[config.mk]
export PLATFORM = sky130hd
export DESIGN_NAME = uart_receive
export DESIGN_NICKNAME = d
export VERILOG_FILES = /design/src/rtl/uart_receive.sv
export SDC_FILE = /design/constraint.sdc
export NUM_CORES = 1
export LEC_CHECK = 0
export CORE_MARGIN = 2
export CORE_UTILIZATION = 25
export DETAILED_ROUTE_END_ITERATION = 7
export DONT_BUFFER_PORTS = 1
export MAX_ROUTING_LAYER = met4
export PLACE_DENSITY = 0.35
export SYNTH_ARGS = -nofsm -noshare
export SYNTH_HDL_FRONTEND = slang
export SYNTH_SLANG_ARGS = --single-unit
[constraint.sdc]
create_clock -name clk_in -period 2.4 [get_ports clk_in]
set_input_delay 0.48 -clock clk_in [delete_from_list [all_inputs] [get_ports clk_in]]
set_output_delay 0.48 -clock clk_in [all_outputs]
set_load 0.005 [all_outputs]
[src/rtl/uart_receive.sv]
// -----------------------------------------------------------------------------
// uart_receive
// -----------------------------------------------------------------------------
// Purpose:
//   8N1, LSB-first UART receiver that is the counterpart of uart_transmit on the
//   FTDI2232 link. The raw serial pin is synchronised, each bit cell is sampled
//   three times around its centre and majority-voted, and each accepted byte is
//   presented with a one-cycle valid pulse. A start bit that does not survive
//   its centre vote is treated as a glitch and dropped silently. A stop bit
//   that votes 0 raises a one-cycle framing-error pulse, and the receiver then
//   waits for the line to return high before it looks for a new start bit.
//
// Parameters:
//   CLK_HZ     system clock frequency in Hz
//   BAUD_RATE  serial line rate; must match uart_transmit
//
// Ports:
//   clk_in             in   1  system clock
//   rst_in             in   1  synchronous, active-high reset
//   rx_wire_in         in   1  asynchronous serial line, idle high
//   data_byte_out      out  8  last correctly received byte, held until the next
//   data_valid_out     out  1  one-cycle pulse when data_byte_out is updated
//   framing_error_out  out  1  one-cycle pulse when a stop bit votes 0
//   busy_out           out  1  high whenever the receiver is not idle
// -----------------------------------------------------------------------------
module uart_receive #(
   parameter int CLK_HZ    = 100_000_000,
   parameter int BAUD_RATE = 460800
) (
   input  logic       clk_in,
   input  logic       rst_in,
   input  logic       rx_wire_in,
   output logic [7:0] data_byte_out,
   output logic       data_valid_out,
   output logic       framing_error_out,
   output logic       busy_out
);

   // Clock cycles per bit cell, and the centre count within a cell.
   localparam int PERIOD = CLK_HZ / BAUD_RATE;
   localparam int MID    = PERIOD / 2;
   localparam int CW     = (PERIOD > 1) ? $clog2(PERIOD) : 1;

   localparam logic [CW-1:0] CNT_LAST   = CW'(PERIOD - 1);
   localparam logic [CW-1:0] CNT_TAP0   = CW'(MID - 1);
   localparam logic [CW-1:0] CNT_TAP1   = CW'(MID);
   localparam logic [CW-1:0] CNT_VOTE   = CW'(MID + 1);
   localparam logic [CW-1:0] CNT_ONE    = CW'(1);
   localparam logic [2:0]    LAST_BIT   = 3'd7;

   typedef enum logic [2:0] {
      S_IDLE,
      S_START,
      S_DATA,
      S_STOP,
      S_WAIT_IDLE
   } state_t;

   // Two-flop synchroniser; both stages rest at the idle line level.
   logic          sync1_q, sync1_d;
   logic          sync2_q, sync2_d;

   state_t        state_q, state_d;
   logic [CW-1:0] count_q, count_d;   // position inside the current bit cell
   logic [2:0]    bit_q, bit_d;       // data bit index 0..7
   logic [7:0]    shift_q, shift_d;   // data bits, shifted in from the MSB end
   logic          tap0_q, tap0_d;     // sample at MID-1
   logic          tap1_q, tap1_d;     // sample at MID
   logic [7:0]    byte_q, byte_d;
   logic          valid_q, valid_d;
   logic          ferr_q, ferr_d;

   logic          count_wrap;
   logic [CW-1:0] count_next;
   logic          vote_now;
   logic          vote;

   // The third vote sample is the synchronised line at count MID+1 itself,
   // so the majority is available on the same cycle it is needed.
   assign vote = (tap0_q & tap1_q) | (tap0_q & sync2_q) | (tap1_q & sync2_q);

   assign count_wrap = (count_q == CNT_LAST);
   assign count_next = count_wrap ? '0 : count_q + CNT_ONE;
   assign vote_now   = (count_q == CNT_VOTE);

   // NOTE: every signal assigned in this block gets a default first, so no
   // path through the case statement can leave one unassigned and infer a latch.
   always_comb begin
      sync1_d  = rx_wire_in;
      sync2_d  = sync1_q;
      state_d  = state_q;
      count_d  = count_q;
      bit_d    = bit_q;
      shift_d  = shift_q;
      tap0_d   = tap0_q;
      tap1_d   = tap1_q;
      byte_d   = byte_q;
      valid_d  = 1'b0;
      ferr_d   = 1'b0;

      // Capture the two early vote samples in every active cell.
      if (state_q != S_IDLE) begin
         if (count_q == CNT_TAP0) tap0_d = sync2_q;
         if (count_q == CNT_TAP1) tap1_d = sync2_q;
      end

      case (state_q)
         S_IDLE: begin
            count_d = '0;
            // The detection cycle is count 0 of the start cell, so the
            // counter resumes at 1 on the following cycle.
            if (!sync2_q) begin
               state_d = S_START;
               count_d = CNT_ONE;
            end
         end

         S_START: begin
            count_d = count_next;
            if (vote_now && vote) begin
               // The low level did not hold to the cell centre: glitch.
               state_d = S_IDLE;
               count_d = '0;
            end else if (count_wrap) begin
               state_d = S_DATA;
               bit_d   = '0;
            end
         end

         S_DATA: begin
            count_d = count_next;
            if (vote_now) shift_d = {vote, shift_q[7:1]};
            if (count_wrap) begin
               if (bit_q == LAST_BIT) state_d = S_STOP;
               else                   bit_d   = bit_q + 3'd1;
            end
         end

         S_STOP: begin
            count_d = count_next;
            // Leave at the stop-bit centre so that a start bit immediately
            // following the stop bit is still caught from IDLE.
            if (vote_now) begin
               count_d = '0;
               if (vote) begin
                  byte_d  = shift_q;
                  valid_d = 1'b1;
                  state_d = S_IDLE;
               end else begin
                  ferr_d  = 1'b1;
                  state_d = S_WAIT_IDLE;
               end
            end
         end

         S_WAIT_IDLE: begin
            // A held-low line (break) must not be mistaken for a new start.
            count_d = '0;
            if (sync2_q) state_d = S_IDLE;
         end

         default: begin
            state_d = S_IDLE;
            count_d = '0;
         end
      endcase
   end

   // NOTE: sequential state uses non-blocking assignments so every flop
   // samples the pre-edge values, independent of statement order.
   always_ff @(posedge clk_in) begin
      if (rst_in) begin
         sync1_q <= 1'b1;
         sync2_q <= 1'b1;
         state_q <= S_IDLE;
         count_q <= '0;
         bit_q   <= '0;
         shift_q <= '0;
         tap0_q  <= 1'b1;
         tap1_q  <= 1'b1;
         byte_q  <= '0;
         valid_q <= 1'b0;
         ferr_q  <= 1'b0;
      end else begin
         sync1_q <= sync1_d;
         sync2_q <= sync2_d;
         state_q <= state_d;
         count_q <= count_d;
         bit_q   <= bit_d;
         shift_q <= shift_d;
         tap0_q  <= tap0_d;
         tap1_q  <= tap1_d;
         byte_q  <= byte_d;
         valid_q <= valid_d;
         ferr_q  <= ferr_d;
      end
   end

   assign data_byte_out     = byte_q;
   assign data_valid_out    = valid_q;
   assign framing_error_out = ferr_q;
   assign busy_out          = (state_q != S_IDLE);

endmodule

==> flow_metrics.tcl, run 1 <==
set metrics [dict create \
    track_usage 0.0952 \
    cts-hold-fix-buffers 0 \
    critPathKind "register to register" \
    post-route-period-util 0.815 \
    start_util 0.261 \
    p_leak_nw 0.690 \
    avgSynthCellArea_um2 9.65 \
    hold_class "input pin to register" \
    grt_pass1_wl_um 5170 \
    slew_headroom 0.607 \
    powerDensity_nw_per_um2 833 \
    overflow 0 \
    ys_warn_count 0 \
    area_growth_pct 13.4 \
    dp_hpwl_um 2150 \
    holdWs_ns 0.273 \
    maxCapViolCount 0 \
    via_per_inst 4.55 \
    die_h_um 82.8 \
    clockBufferDepth 2 \
    drt_wl_total_um 3000 \
    critPathLaunchType "register" \
    drtAntennaViolNets 0 \
    port_buffers 0 \
    dr.pass1.iters 4 \
    numCtsBuffers 5 \
    drtIter0Drc 25 \
    cp_data_required_time_ns 2.62 \
    slowest_stage "or3b_1" \
    synth-seq-cells 36 \
    rsz0062_at_grt "false" \
    end_kind "register" \
    num_rows 28 \
    ys.flop_type "dfxtp_1" \
    max_freq_mhz 511 \
    final_cell_mix "dfxtp_1 (36), nor2_1 (31), mux2i_1 (20)" \
    coreArea_um2 5960 \
    clkSinkCount 36 \
    status "completed" \
    path_cells "or3b_1, or2_0, a21o_1, or3_1, a21oi_1" \
    gp_congestion 0.749 \
    cts_tree "built" \
    synth_cell_types 39 \
    antenna_found_initial 0 \
    slew_viol_final 0 \
    tightest_slew_ns 0.589 \
    postPlaceCellArea_um2 1600 \
    hold_viol 0 \
    finalPower_mw 1.47 \
    htreeDepth 2 \
    ir_drop_mv 0.385 \
    num-nets-final 168 \
    seq_area_frac_synth 0.464 \
    grt_pass1_vias 1110 \
    vias 1073 \
    num_io_pins 14 \
    dieArea_um2 6860 \
    synth_nets 169 \
    wl_met3_um 148 \
    setup_tns_ns 0 \
    postCtsSetupRepairBufs 0 \
    synth-edff-count 0 \
    synthCells 161 \
    die_w_um 82.8 \
    clock_latency_ns 0.28 \
    path_clk_slew_ns 0.07 \
    netlist_area_um2 1550 \
    diodes 0 \
    clock_skew_ns 0.00470 \
    min_period_ns 1.96 \
    cts_resized 0 \
    drc 0 \
    final_area_um2 1760 \
    grt_max_degree 32 \
    cp_slowest_stage_delay_ns 0.47 \
    root_buffer "clkbuf_8" \
    setup_viol 0 \
    final_common_cell "dfxtp_1" \
    async_reset_ff_frac 0 \
    critPathArrivalTime_ns 2.17 \
    drt-met1-wl_um 1330 \
    critPathMaxFanout 9 \
    drt-wirelength-per-cell_um 12.7 \
    drive_gt1_frac 0.0932 \
    dr_wl_met2_um 1480 \
    topRoutingLayerUsed "met4" \
]
## routing by layer
| layer | GRT usage | vias up |
|---|---|---|
| met5 | - | - |
| met4 | 0.0358 | 0 |
| met3 | 0.0268 | 5 |
| met2 | 0.160 | 23 |
| met1 | 0.108 | 494 |
| li1 | - | 551 |
## through the flow
stage / setup WS, ns / cells / utilization
after floorplan: 0.604 / 161 / -
after global placement: 0.451 / 228 / 0.269
after detailed placement: 0.456 / 228 / 0.269
after CTS: 0.439 / 236 / 0.296
after global routing: 0.252 / 236 / 0.296
final: 0.444 / 236 / 0.296
## kinds of logic after synthesis
logic type | after synthesis | share of synthesized area
xor gates and xnor gates | 6 | 0.0338
and+or+nand+nor | 67 | 0.220
DFF | 36 | 0.464
AOI/OAI and AO/OA | 12 | 0.0588
buffers and inverters | 13 | 0.0411
muxes | 21 | 0.136
adders and majority gates | 6 | 0.0467
## final cells by class
cell class	count	area [um2]
fill	645	4190
clock inverter	3	90.1
multi-input combinational	112	769
tap	75	93.8
clock buffer	5	68.8
sequential	36	721
inverter	5	18.8
## synthesized netlist by cell type (3+ instances only)
cell type | n | area share
xnor2_1 | 4 | 0.023
nand3_1 | 3 | 0.0097
mux2i_1 | 20 | 0.13
or3_1 | 4 | 0.016
ha_1 | 5 | 0.040
nor2_1 | 31 | 0.075
dfxtp_1 | 36 | 0.46
buf_2 | 3 | 0.0097
nor3_1 | 3 | 0.0097
clkbuf_1 | 3 | 0.0072
inv_1 | 5 | 0.012
and3_1 | 4 | 0.016
a21oi_1 | 4 | 0.013
nand2_1 | 5 | 0.012
nand2b_1 | 3 | 0.012
## worst max-delay path, delay by kind of cell, from the launching register on
| family | cells | cell delay, ns |
|---|---|---|
| DFF | 1 | 0.46 |
| and+or+nand+nor | 3 | 1.04 |
| AOI/OAI and AO/OA | 2 | 0.38 |
## sequential cells by signal (all words and copies together), names as in the netlist
signal	flops
tap1_q	1
tap0_q	1
data_valid_out	1
shift_q	8
data_byte_out	8
framing_error_out	1
sync2_q	1
bit_q	3
count_q	8
state_q	3
sync1_q	1
## power by group
group	total [mW]	switching (mW)	internal [mW]
Sequential	0.628	0.0186	0.610
Clock	0.734	0.214	0.520
Combinational	0.106	0.0565	0.0492
Total	1.47	0.289	1.18
## path summary, 6_finish.rpt
check | start | to | slack [ns] | cells past startpoint
setup / recovery | state_q[1]$_SDFFE_PP0P_ | bit_q[2]$_SDFFE_PP0P_ | 0.44 | 5
hold / removal | rst_in | shift_q[6]$_SDFFE_PP0P_ | 0.27 | 1
setup reg to reg | state_q[1]$_SDFFE_PP0P_ | bit_q[2]$_SDFFE_PP0P_ | 0.44 | 5
hold reg to reg | sync1_q$_SDFF_PP1_ | sync2_q$_SDFF_PP1_ | 0.41 | 1
Power figures use the tool's default switching activity.
==> run 2: changes to the inputs <==
--- a/config.mk
+++ b/config.mk
@@ -5,6 +5,7 @@
 export SDC_FILE = /design/constraint.sdc
 export NUM_CORES = 1
 export LEC_CHECK = 0
+export ABC_AREA = 1
 export CORE_MARGIN = 2
 export CORE_UTILIZATION = 25
 export DETAILED_ROUTE_END_ITERATION = 7
==> constraint.sdc (replaced) <==
create_clock -name clk_in -period 1.9 [get_ports clk_in]
set_input_delay 0.38 -clock clk_in [delete_from_list [all_inputs] [get_ports clk_in]]
set_output_delay 0.38 -clock clk_in [all_outputs]
set_load 0.005 [all_outputs]
==> flow_metrics.tcl, run 2 <==
set metrics [dict create \
    antenna_found_initial 0 \
    drive_gt1_frac 0.132 \
    clock_latency_ns 0.29 \
    crit_start "state_q[2]$_SDFFE_PP0P_" \
    drtAntennaViolNets 0 \
    synth_cell_types 26 \
    clockBufferDepth 2 \
    synth_fa_ha_area_frac 0.0372 \
    hold_class "input pin to register" \
    coreArea_um2 6420 \
    synth-seq-cells 36 \
    cts_tree "built" \
    synth_top_family_by_area "simple AND/OR/NAND/NOR gates" \
    ir_drop_mv 0.348 \
    clock_skew_ns 0.0142 \
    tightest_slew_ns 0.412 \
    finalPower_mw 2.35 \
    worstReg2RegStart "count_q[1]$_SDFF_PP0_" \
    synth.top_cell.area_share 0.429 \
    p_leak_nw 0.725 \
    num_rows 29 \
    ys.flop_type "dfxtp_1" \
    drc 0 \
    dp_hpwl_um 2660 \
    end_kind "output port" \
    cp_data_required_time_ns 1.52 \
    regArea_um2 721 \
    slew_viol_final 0 \
    cts_resized 0 \
    critPathArrivalTime_ns 1.24 \
    final_cell_mix "nand2_1 (38), dfxtp_1 (36), inv_1 (28)" \
    avgSynthCellArea_um2 7.50 \
    root_buffer "clkbuf_8" \
    hold_viol 0 \
    post-route-period-util 0.854 \
    synth-edff-count 0 \
    postCtsSetupRepairBufs 0 \
    num_io_pins 14 \
    slew_headroom 0.725 \
    num-nets-final 235 \
    synth_xor_area_frac 0.0261 \
    yosys-top-cells-area "dfxtp_1 (43%), nand2_1 (8.5%), a21oi_1 (6.6%), inv_1 (6.3%), nor2_1 (5.8%)" \
    synth_most_common_cell "nand2_1" \
    critPathLaunchType "register" \
    die_w_um 86.0 \
    dieArea_um2 7390 \
    area_growth_pct 11.2 \
    netlist_top_cells_count "nand2_1 (38), dfxtp_1 (36), inv_1 (28), nor2_1 (26), a21oi_1 (22)" \
    min_period_ns 1.62 \
    netlist_area_um2 1680 \
    drt-wirelength-per-cell_um 12.3 \
    drt_wl_total_um 3740 \
    htreeDepth 2 \
    vias 1378 \
    cts-hold-fix-buffers 0 \
    drtIter0Drc 30 \
    async_reset_ff_frac 0 \
    yosysTopAreaCell "dfxtp_1" \
    seq_area_frac_synth 0.429 \
    synth-compound-area-share 0.118 \
    powerDensity_nw_per_um2 1260 \
    dr.pass1.iters 4 \
    grt_pass1_wl_um 6230 \
    start_util 0.262 \
    path_clk_slew_ns 0.08 \
    nFillCells 719 \
    track_usage 0.113 \
    numCtsBuffers 5 \
    setup_tns_ns 0 \
    multi_input_area_um2 810 \
    clkSinkCount 36 \
    critPathKind "register to output port" \
    min_from "rst_in" \
    rsz0062_at_grt "false" \
    port_buffers 0 \
    grt_pass1_vias 1317 \
    status "completed" \
    ys_warn_count 0 \
    synth_nets 232 \
    maxCapViolCount 0 \
    critPathMaxFanout 6 \
    diodes 0 \
    synthCells 224 \
    gp_congestion 0.761 \
    grt_max_degree 19 \
    max_freq_mhz 616 \
    via_per_inst 4.52 \
    yosys.area_share.simple 0.301 \
    overflow 0 \
    die_h_um 86.0 \
    setup_viol 0 \
    synthMuxAreaShare 0 \
    final_common_cell "nand2_1" \
]
-- run 2: cell count changes in the layout (fill, tap and decap cells not counted), sizes merged, moves of 3 or more --
cell    previous run  this run
or3                4         0
and3               4         0
nand3              3        19
nand2              5        40
nand2b             3         0
mux2i             20         0
a21oi              4        23
inv                5        33
nor3               3         7
o21ai              0        15
-- run 2: cell families (layout without fill, tap and decap cells) --
kind of cell | Yosys count | in the layout
XOR/XNOR | 5 | 5
buffers and inverters | 38 | 42
adder cells (fa/ha/maj) | 5 | 5
AND/OR/NAND/NOR | 102 | 102
AO/OA/AOI/OAI | 38 | 38
flip-flops | 36 | 36
-- run 2: worst paths after layout --
path | end | slack, ns | cells after the start
max | busy_out | 0.28 | 4
min | data_byte_out[0]$_SDFFE_PP0P_ | 0.14 | 1
max reg2reg | data_byte_out[5]$_SDFFE_PP0P_ | 0.33 | 9
min reg2reg | sync2_q$_SDFF_PP1_ | 0.42 | 1
-- run 2: cell type report --
class                      instances  area share
multi-input combinational        150       0.433
clock inverter                     3      0.0228
clock buffer                       5      0.0368
tap                               77      0.0515
timing repair buffer               1     0.00402
sequential                        36       0.386
inverter                          33      0.0663
-- run 2: per-layer routing --
metal / wire [um] / GRT usage / up-vias
li1: - / - / 721
met1: 1890 / 0.139 / 632
met2: 1660 / 0.172 / 18
met3: 144 / 0.0356 / 7
met4: 51 / 0.0462 / 0
met5: 0 / - / -
-- run 2: per-stage QoR --
stage | setup slack [ns] | instances | cell area, um2 | util | hold WS [ns]
floorplan | 0.556 | 224 | 1680 | - | 0.389
global placement | 0.315 | 297 | 1760 | 0.274 | 0.394
detailed placement | 0.333 | 297 | 1760 | 0.274 | 0.398
CTS | 0.251 | 305 | 1870 | 0.291 | 0.134
global route | 0.174 | 305 | 1870 | 0.291 | 0.126
finish | 0.277 | 305 | 1870 | 0.291 | 0.144
-- run 2: worst max-delay path, cell delays in order (launching register included) --
cell	delay, ns
dfxtp_1	0.58
nor2_4	0.09
inv_2	0.09
nor2_1	0.06
inv_1	0.14
-- run 2: power by group --
group          switching [mW]  total, mW  internal [mW]
Combinational           0.497      0.758          0.261
Clock                   0.291      0.679          0.388
Sequential             0.0913      0.916          0.824
Total                   0.879       2.35           1.47
